[src/rtl/sprite_ram_arbiter_pkg.sv]
// Shared types and defaults for the sprite RAM arbiter: read-owner encoding,
// fill sequencer state, default widths and the game-port wait-counter helper.
package sprite_ram_arbiter_pkg;

  localparam int DEFAULT_DATA_WIDTH = 8;
  localparam int DEFAULT_ADDR_WIDTH = 16;
  localparam int DEFAULT_MAX_WAIT   = 4;

  // Wide enough for the largest legal MAX_WAIT (15).
  localparam int WAIT_CNT_WIDTH = 4;

  // Who issued the read that the SRAM is returning this cycle.
  typedef enum logic [1:0] {
    OWNER_NONE = 2'd0,
    OWNER_VID  = 2'd1,
    OWNER_GL   = 2'd2
  } rd_owner_t;

  // Fill sequencer states.
  typedef enum logic [1:0] {
    FILL_IDLE = 2'd0,
    FILL_RUN  = 2'd1,
    FILL_DONE = 2'd2
  } fill_state_t;

  // Next value of the game-port wait counter: counts denied request cycles,
  // clears on grant or when the request drops, and saturates at max_wait.
  function automatic logic [WAIT_CNT_WIDTH-1:0] wait_next(
    input logic                      req,
    input logic                      gnt,
    input logic [WAIT_CNT_WIDTH-1:0] cnt,
    input logic [WAIT_CNT_WIDTH-1:0] max_wait
  );
    if (!req || gnt) begin
      return '0;
    end else if (cnt < max_wait) begin
      return cnt + 1'b1;
    end else begin
      return cnt;
    end
  endfunction

endpackage

[src/rtl/sprite_ram_arbiter_if.sv]
// Single-port SRAM bus between the arbiter (master) and the SRAM (slave).
// Read data is registered in the SRAM and returns one cycle after the access.
interface sprite_ram_arbiter_if #(
  parameter int DATA_WIDTH = 8,
  parameter int ADDR_WIDTH = 16
) ();

  logic                  en;
  logic                  we;
  logic [ADDR_WIDTH-1:0] addr;
  logic [DATA_WIDTH-1:0] wdata;
  logic [DATA_WIDTH-1:0] rdata;

  modport master (
    output en,
    output we,
    output addr,
    output wdata,
    input  rdata
  );

  modport slave (
    input  en,
    input  we,
    input  addr,
    input  wdata,
    output rdata
  );

endinterface

[src/rtl/sprite_ram_arbiter_fill_sequencer.sv]
// Fill engine: writes fill_value over fill_len consecutive addresses starting
// at fill_base (wrapping at the top of the address space), one word per cycle
// in which it wins arbitration. Requests the memory only while running.
module fill_sequencer
  import sprite_ram_arbiter_pkg::*;
#(
  parameter int DATA_WIDTH = DEFAULT_DATA_WIDTH,
  parameter int ADDR_WIDTH = DEFAULT_ADDR_WIDTH
) (
  input  logic                  clk,
  input  logic                  reset,
  input  logic                  start,
  input  logic [ADDR_WIDTH-1:0] base,
  input  logic [ADDR_WIDTH-1:0] len,
  input  logic [DATA_WIDTH-1:0] value,
  input  logic                  gnt,
  output logic                  req,
  output logic [ADDR_WIDTH-1:0] addr,
  output logic [DATA_WIDTH-1:0] data,
  output logic                  busy,
  output logic                  done
);

  fill_state_t           state;
  logic [ADDR_WIDTH-1:0] cur_addr;
  logic [ADDR_WIDTH-1:0] remaining;
  logic [DATA_WIDTH-1:0] value_q;

  logic last_write;
  assign last_write = gnt && (remaining == ADDR_WIDTH'(1));

  // Control FSM with registered busy/done outputs; start is only honoured in IDLE.
  // NOTE: sequential state uses non-blocking assignments so every register
  // samples the pre-edge values, independent of statement order.
  always_ff @(posedge clk) begin
    if (reset) begin
      state <= FILL_IDLE;
      busy  <= 1'b0;
      done  <= 1'b0;
    end else begin
      done <= 1'b0;
      case (state)
        FILL_IDLE: begin
          if (start) begin
            if (len == '0) begin
              state <= FILL_DONE;
              done  <= 1'b1;
            end else begin
              state <= FILL_RUN;
              busy  <= 1'b1;
            end
          end
        end
        FILL_RUN: begin
          if (last_write) begin
            state <= FILL_DONE;
            busy  <= 1'b0;
            done  <= 1'b1;
          end
        end
        FILL_DONE: begin
          state <= FILL_IDLE;
        end
        default: begin
          state <= FILL_IDLE;
          busy  <= 1'b0;
        end
      endcase
    end
  end

  // Address, count and value registers: loaded on an accepted start, stepped
  // on every granted fill write.
  // NOTE: these datapath registers carry no reset; they are only observed
  // while busy, and busy is only set in the same edge that loads them.
  always_ff @(posedge clk) begin
    if (state == FILL_IDLE && start) begin
      cur_addr  <= base;
      remaining <= len;
      value_q   <= value;
    end else if (state == FILL_RUN && gnt) begin
      cur_addr  <= cur_addr + 1'b1;
      remaining <= remaining - 1'b1;
    end
  end

  // busy is exactly "state == RUN", so the request comes straight off a flop.
  assign req  = busy;
  assign addr = cur_addr;
  assign data = value_q;

endmodule

[src/rtl/sprite_ram_arbiter.sv]
// Arbiter sharing one single-port sprite/tile SRAM between video fetch,
// the game-logic port and the fill engine. Priority is video > game > fill,
// except that a game request denied MAX_WAIT cycles in a row beats video.
// Grants are combinational from request inputs and registered state only;
// mem_rdata never feeds the memory drive.
module sprite_ram_arbiter
  import sprite_ram_arbiter_pkg::*;
#(
  parameter int DATA_WIDTH = DEFAULT_DATA_WIDTH,
  parameter int ADDR_WIDTH = DEFAULT_ADDR_WIDTH,
  parameter int MAX_WAIT   = DEFAULT_MAX_WAIT
) (
  input  logic                  clk,
  input  logic                  reset,

  // Video fetch (read only)
  input  logic                  vid_req,
  input  logic [ADDR_WIDTH-1:0] vid_addr,
  output logic                  vid_valid,
  output logic [DATA_WIDTH-1:0] vid_data,
  output logic                  vid_miss,

  // Game-logic port
  input  logic                  gl_req,
  input  logic                  gl_we,
  input  logic [ADDR_WIDTH-1:0] gl_addr,
  input  logic [DATA_WIDTH-1:0] gl_wdata,
  output logic                  gl_gnt,
  output logic                  gl_rvalid,
  output logic [DATA_WIDTH-1:0] gl_rdata,

  // Fill engine control
  input  logic                  fill_start,
  input  logic [ADDR_WIDTH-1:0] fill_base,
  input  logic [ADDR_WIDTH-1:0] fill_len,
  input  logic [DATA_WIDTH-1:0] fill_value,
  output logic                  fill_busy,
  output logic                  fill_done,

  // SRAM bus
  sprite_ram_arbiter_if.master  mem
);

  if (MAX_WAIT < 1 || MAX_WAIT > 15) begin : g_bad_max_wait
    $error("sprite_ram_arbiter: MAX_WAIT must be in 1..15");
  end

  localparam logic [WAIT_CNT_WIDTH-1:0] MAX_WAIT_CNT = WAIT_CNT_WIDTH'(MAX_WAIT);

  logic [WAIT_CNT_WIDTH-1:0] wait_cnt;
  rd_owner_t                 rd_owner;

  logic                      override;
  logic                      vid_gnt;
  logic                      fill_gnt;

  logic                      fill_req;
  logic [ADDR_WIDTH-1:0]     fill_addr;
  logic [DATA_WIDTH-1:0]     fill_data;

  fill_sequencer #(
    .DATA_WIDTH (DATA_WIDTH),
    .ADDR_WIDTH (ADDR_WIDTH)
  ) u_fill (
    .clk   (clk),
    .reset (reset),
    .start (fill_start),
    .base  (fill_base),
    .len   (fill_len),
    .value (fill_value),
    .gnt   (fill_gnt),
    .req   (fill_req),
    .addr  (fill_addr),
    .data  (fill_data),
    .busy  (fill_busy),
    .done  (fill_done)
  );

  // Starved game port: it has been denied MAX_WAIT cycles and still asks.
  assign override = gl_req && (wait_cnt == MAX_WAIT_CNT);

  // Per-cycle arbitration. Nothing is granted while reset is held, so a
  // reset mid-fill stops writes in the very cycle it is asserted.
  // NOTE: every output of a combinational block gets a default first so no
  // path through the if/else chain can infer a latch.
  always_comb begin
    vid_gnt  = 1'b0;
    gl_gnt   = 1'b0;
    fill_gnt = 1'b0;
    if (!reset) begin
      if (override) begin
        gl_gnt = 1'b1;
      end else if (vid_req) begin
        vid_gnt = 1'b1;
      end else if (gl_req) begin
        gl_gnt = 1'b1;
      end else if (fill_req) begin
        fill_gnt = 1'b1;
      end
    end
  end

  // Drive the SRAM from the winner; an idle bus is held at all zeros.
  always_comb begin
    mem.en    = 1'b0;
    mem.we    = 1'b0;
    mem.addr  = '0;
    mem.wdata = '0;
    if (vid_gnt) begin
      mem.en    = 1'b1;
      mem.addr  = vid_addr;
    end else if (gl_gnt) begin
      mem.en    = 1'b1;
      mem.we    = gl_we;
      mem.addr  = gl_addr;
      mem.wdata = gl_wdata;
    end else if (fill_gnt) begin
      mem.en    = 1'b1;
      mem.we    = 1'b1;
      mem.addr  = fill_addr;
      mem.wdata = fill_data;
    end
  end

  // Wait counter, video miss pulse and read-owner tracking.
  always_ff @(posedge clk) begin
    if (reset) begin
      wait_cnt <= '0;
      vid_miss <= 1'b0;
      rd_owner <= OWNER_NONE;
    end else begin
      wait_cnt <= wait_next(gl_req, gl_gnt, wait_cnt, MAX_WAIT_CNT);
      vid_miss <= vid_req && !vid_gnt;
      if (vid_gnt) begin
        rd_owner <= OWNER_VID;
      end else if (gl_gnt && !gl_we) begin
        rd_owner <= OWNER_GL;
      end else begin
        rd_owner <= OWNER_NONE;
      end
    end
  end

  // Both read ports see the SRAM output; the owner decides whose valid fires.
  assign vid_valid = (rd_owner == OWNER_VID);
  assign gl_rvalid = (rd_owner == OWNER_GL);
  assign vid_data  = mem.rdata;
  assign gl_rdata  = mem.rdata;

endmodule

[src/flat_wrapper.sv]
// flat-port wrapper written by rule: the top's interface ports become plain ports
module sprite_ram_arbiter_flat import sprite_ram_arbiter_pkg::*;
#(
  parameter int DATA_WIDTH = DEFAULT_DATA_WIDTH,
  parameter int ADDR_WIDTH = DEFAULT_ADDR_WIDTH,
  parameter int MAX_WAIT   = DEFAULT_MAX_WAIT
)
  (clk, reset, vid_req, vid_addr, vid_valid, vid_data, vid_miss, gl_req, gl_we, gl_addr, gl_wdata, gl_gnt, gl_rvalid, gl_rdata, fill_start, fill_base, fill_len, fill_value, fill_busy, fill_done, mem_en, mem_we, mem_addr, mem_wdata, mem_rdata);
  sprite_ram_arbiter_if #(.DATA_WIDTH(DATA_WIDTH), .ADDR_WIDTH(ADDR_WIDTH)) mem_i ();
  input  logic clk;
  input  logic reset;
  input  logic vid_req;
  input  logic [ADDR_WIDTH-1:0] vid_addr;
  output logic vid_valid;
  output logic [DATA_WIDTH-1:0] vid_data;
  output logic vid_miss;
  input  logic gl_req;
  input  logic gl_we;
  input  logic [ADDR_WIDTH-1:0] gl_addr;
  input  logic [DATA_WIDTH-1:0] gl_wdata;
  output logic gl_gnt;
  output logic gl_rvalid;
  output logic [DATA_WIDTH-1:0] gl_rdata;
  input  logic fill_start;
  input  logic [ADDR_WIDTH-1:0] fill_base;
  input  logic [ADDR_WIDTH-1:0] fill_len;
  input  logic [DATA_WIDTH-1:0] fill_value;
  output logic fill_busy;
  output logic fill_done;
  output wire logic [$bits(mem_i.en)-1:0] mem_en;
  output wire logic [$bits(mem_i.we)-1:0] mem_we;
  output wire logic [$bits(mem_i.addr)-1:0] mem_addr;
  output wire logic [$bits(mem_i.wdata)-1:0] mem_wdata;
  input wire logic [$bits(mem_i.rdata)-1:0] mem_rdata;
  assign mem_en = mem_i.en;
  assign mem_we = mem_i.we;
  assign mem_addr = mem_i.addr;
  assign mem_wdata = mem_i.wdata;
  assign mem_i.rdata = mem_rdata;
  sprite_ram_arbiter #(.DATA_WIDTH(DATA_WIDTH), .ADDR_WIDTH(ADDR_WIDTH), .MAX_WAIT(MAX_WAIT)) u_core (.clk(clk), .reset(reset), .vid_req(vid_req), .vid_addr(vid_addr), .vid_valid(vid_valid), .vid_data(vid_data), .vid_miss(vid_miss), .gl_req(gl_req), .gl_we(gl_we), .gl_addr(gl_addr), .gl_wdata(gl_wdata), .gl_gnt(gl_gnt), .gl_rvalid(gl_rvalid), .gl_rdata(gl_rdata), .fill_start(fill_start), .fill_base(fill_base), .fill_len(fill_len), .fill_value(fill_value), .fill_busy(fill_busy), .fill_done(fill_done), .mem(mem_i));
endmodule
[config.mk]
export PLATFORM = sky130hd
export DESIGN_NAME = sprite_ram_arbiter_flat
export DESIGN_NICKNAME = d
export VERILOG_FILES = /design/src/rtl/sprite_ram_arbiter_pkg.sv /design/src/rtl/sprite_ram_arbiter_if.sv /design/src/rtl/sprite_ram_arbiter_fill_sequencer.sv /design/src/rtl/sprite_ram_arbiter.sv /design/src/flat_wrapper.sv
export SDC_FILE = /design/constraint.sdc
export NUM_CORES = 1
export LEC_CHECK = 0
export CAP_MARGIN = 20
export CORE_MARGIN = 2
export CORE_UTILIZATION = 46
export DETAILED_ROUTE_END_ITERATION = 10
export HOLD_SLACK_MARGIN = 0.15
export PLACE_DENSITY = 0.87
export SLEW_MARGIN = 40
export SYNTH_ARGS = -nofsm -noshare
export SYNTH_HDL_FRONTEND = slang
export SYNTH_HIERARCHICAL = 1
export SYNTH_SLANG_ARGS = --single-unit
export TNS_END_PERCENT = 50
[constraint.sdc]
create_clock -name clk -period 7.9 [get_ports clk]
set_input_delay 1.185 -clock clk [delete_from_list [all_inputs] [get_ports clk]]
set_output_delay 1.185 -clock clk [all_outputs]
set_load 0.1 [all_outputs]
==> metrics.csv <==
metric;value;unit
CTS tree;done;
FFs w/ async S/R, synth;0;%
delay-heaviest family, CP;buffers and inverters;
Hold Violations, Final;0;
clock-pin slew on the worst setup and hold paths;0.09;ns
register area;1421;sq um
post-synth top area cell;edfxtp_1;
number of buffers created by CTS;5;
max-cap viol count;0;
Max Root-Sink Buffers;2;
Post-synth top cells;edfxtp_1 (40), nand2_1 (35), o21ai_0 (25);
row cnt;30;
Max Fanout on Critical Path;12;
clk root buf;clkbuf_8;
die height;86.94;um
post-synthesis cell area;3164;sq um
CP cell instances;clkdlybuf4s50_1 -> nor4b_4 -> buf_4 -> buf_4 -> and2_1 -> a221o_1 -> buf_2;
layout cell share with drive strength beyond 1;14.49;%
NetSw;0.0002287;W
Synth cell types;51;
Min-Delay Path Class;reg2reg;
DRT Pass-1 Iters;5;
FF+latch count, synth;51;
syn_nets;414;
Clk pwr share;22.2;%
CP Data Arrival Time;3.41;ns
CP Launch Type;input port;
worst-margin pin slew;0.7987;ns
YS warnings;6;
Num Clock Sinks;51;
total power;0.0006906;W
Levels on crit path;7;
fin nets;512;
Flop pwr share;49.0;%
Hold Crit Depth;2;
WL/cell;15.83;um
Area growth, synth to finish;32.94;%
largest net degree at the start of global routing;53;
number of synthesized flops with an enable pin;40;
CP Buf/Inv Count;4;
Slew Viols, Final;0;
CTS resizes;0;
Synth Flop Type;edfxtp_1;
cell with the most instances on the worst path;buf_4;
CTS H-Tree Depth;2;
ANT cells;0;
Remaining Overflow, GRT;0;
Initial Util;47.09;%
endpoints failing setup;0;
initial antenna violation count;0;
Multi-input gate area;1509;sq um
vias per cell;5.585;
initial DRC count;219;
die footprint;7559;sq um
Hold Buf Count CTS;0;
Core Area;6719;sq um
worst-case reg-to-reg path depth;5;
fin crit share;58.16;%
Post-Synthesis Cells;315;
mean post-synth cell area;10.05;sq um
Yosys top cell area share;37.96;%
die width;86.94;um
postcts setup bufs;0;
Routed WL;7820;um
# port buffers;117;
minimum clock period;4.594;ns
Via Count;2759;
Worst VDD drop;0.00008801;V
DRC;0;
Clock Skews;0.007229;ns
vias in the first global route;2666;
RD Place Congestion;0.8083;
Filler cells;533;
CP endpoint kind;primary output;
I/O Pins;142;
power density cells;164.2;nW/um^2
Critical-path top delay cell;clkdlybuf4s50_1;
status;finished clean;
count leader, synth;edfxtp_1;
CP peak stage delay;0.55;ns
Lkg Pwr;1.576;nW
first-pass GRT wire length;12240;um
P_int;0.0004619;W
RSZ-0062 raised after global routing;no;
Worst-Skew Late Latency;0.30;ns
final antenna-violating net count;0;
Worst EP required;6.71;ns
Setup CP Type;in2out;
gr usage total;20.51;%
setup TNS;0;ns
max_slew headroom;46.68;%
switching share of power;33.12;%
FMAX;217.7;MHz
Seq/Total Area, Yosys;44.92;%
synth top area cells;edfxtp_1 (38%), dfxtp_1 (7.0%), a221o_1 (4.7%);
Final HPWL DP;5912;um
Comb power frac;28.8;%
-- sequential cells by signal, indices dropped and copies added (netlist names) --
| name | cells |
|---|---|
| u_core/u_fill/remaining | 16 |
| u_core/u_fill/busy | 1 |
| u_core/wait_cnt | 4 |
| u_core/u_fill/data | 8 |
| u_core/vid_miss | 1 |
| u_core/u_fill/done | 1 |
| u_core/u_fill/state | 2 |
| u_core/u_fill/addr | 16 |
| u_core/rd_owner | 2 |
-- final cells by class --
class | instances | area share, %
multi-input combinational | 225 | 35.87
sequential | 51 | 33.79
timing repair buffer | 121 | 24.93
tap | 80 | 2.380
clock buffer | 6 | 1.963
inverter | 9 | 0.8031
clock inverter | 2 | 0.2677
-- power by group through the flow --
stage / clock network [W] / logic (W) / registers [W]
floorplan: 0 / 0.000168 / 0.000342
CTS: 0.000158 / 0.000199 / 0.000338
global route: 0.000168 / 0.000212 / 0.000342
detailed placement: 0 / 0.000199 / 0.000344
global placement: 0 / 0.000202 / 0.000343
finish: 0.000153 / 0.000199 / 0.000339
-- final timing paths --
check / startpoint / endpoint / slack, ns
worst max-delay path: reset / mem_addr[11] / 3.31
worst min register to register: u_core/u_fill/busy / u_core/u_fill/busy / 0.53
worst min-delay path: u_core/u_fill/busy / u_core/u_fill/busy / 0.53
worst max register to register: u_core/u_fill/state[0] / u_core/u_fill/addr[10] / 5.61
-- layout by cell type, fill, tap and decap left out, types with 5 or more instances in the layout --
cell,n
buf_2,32
edfxtp_1,40
ha_1,5
nand4_1,7
o21ai_0,25
nor4_1,7
nand3_1,7
nand2_1,35
clkdlybuf4s50_1,85
nor2b_1,5
a22o_1,8
nor2_1,17
a221o_1,15
xnor2_1,9
a31oi_1,8
clkbuf_8,6
dfxtp_1,11
and2_1,17
xor2_1,12
inv_1,8
-- metal layers --
metal  up-vias  wire (um)  share of wire (%)  global-route usage, %
met4         0        110                1.4                  7.244
met1      1274       3347                 43                  27.23
met3        10        579                7.4                  3.128
met5         -          0                  0                      0
li1       1361          -                  -                      -
met2       114       3783                 48                  34.07
-- per-stage QoR --
step                      hold WS (ns)  setup WS [ns]  instance area [sq um]  utilization (%)  std cells
final                           0.5259          3.306                   4207            62.61        494
after floorplan                 0.4793          3.944                   3164                -        315
after global placement          0.5102          2.380                   4237            63.05        483
after global routing            0.5706          3.144                   4207            62.61        494
after CTS                       0.5250          3.284                   4200            62.51        494
after detailed placement        0.5115          3.285                   4106            61.12        486
-- worst min-delay path: stages, from the launching register on --
cell     delay, ns
dfxtp_1       0.35
nand2_1       0.06
a31oi_1       0.07
-- cells by family (layout without fill, tap and decap cells) --
kind of cell               Yosys count  count (layout)  synth area share, %
muxes                                1               1               0.3558
DFF                                 51              51                44.92
buffers and inverters               39             138                7.948
adders and majority gates            5               5                1.977
AOI/OAI and AO/OA                   71              71                16.25
and+or+nand+nor                    127             127                22.74
xor gates and xnor gates            21              21                5.813
No activity file was read; power rests on OpenSTA's default activity.
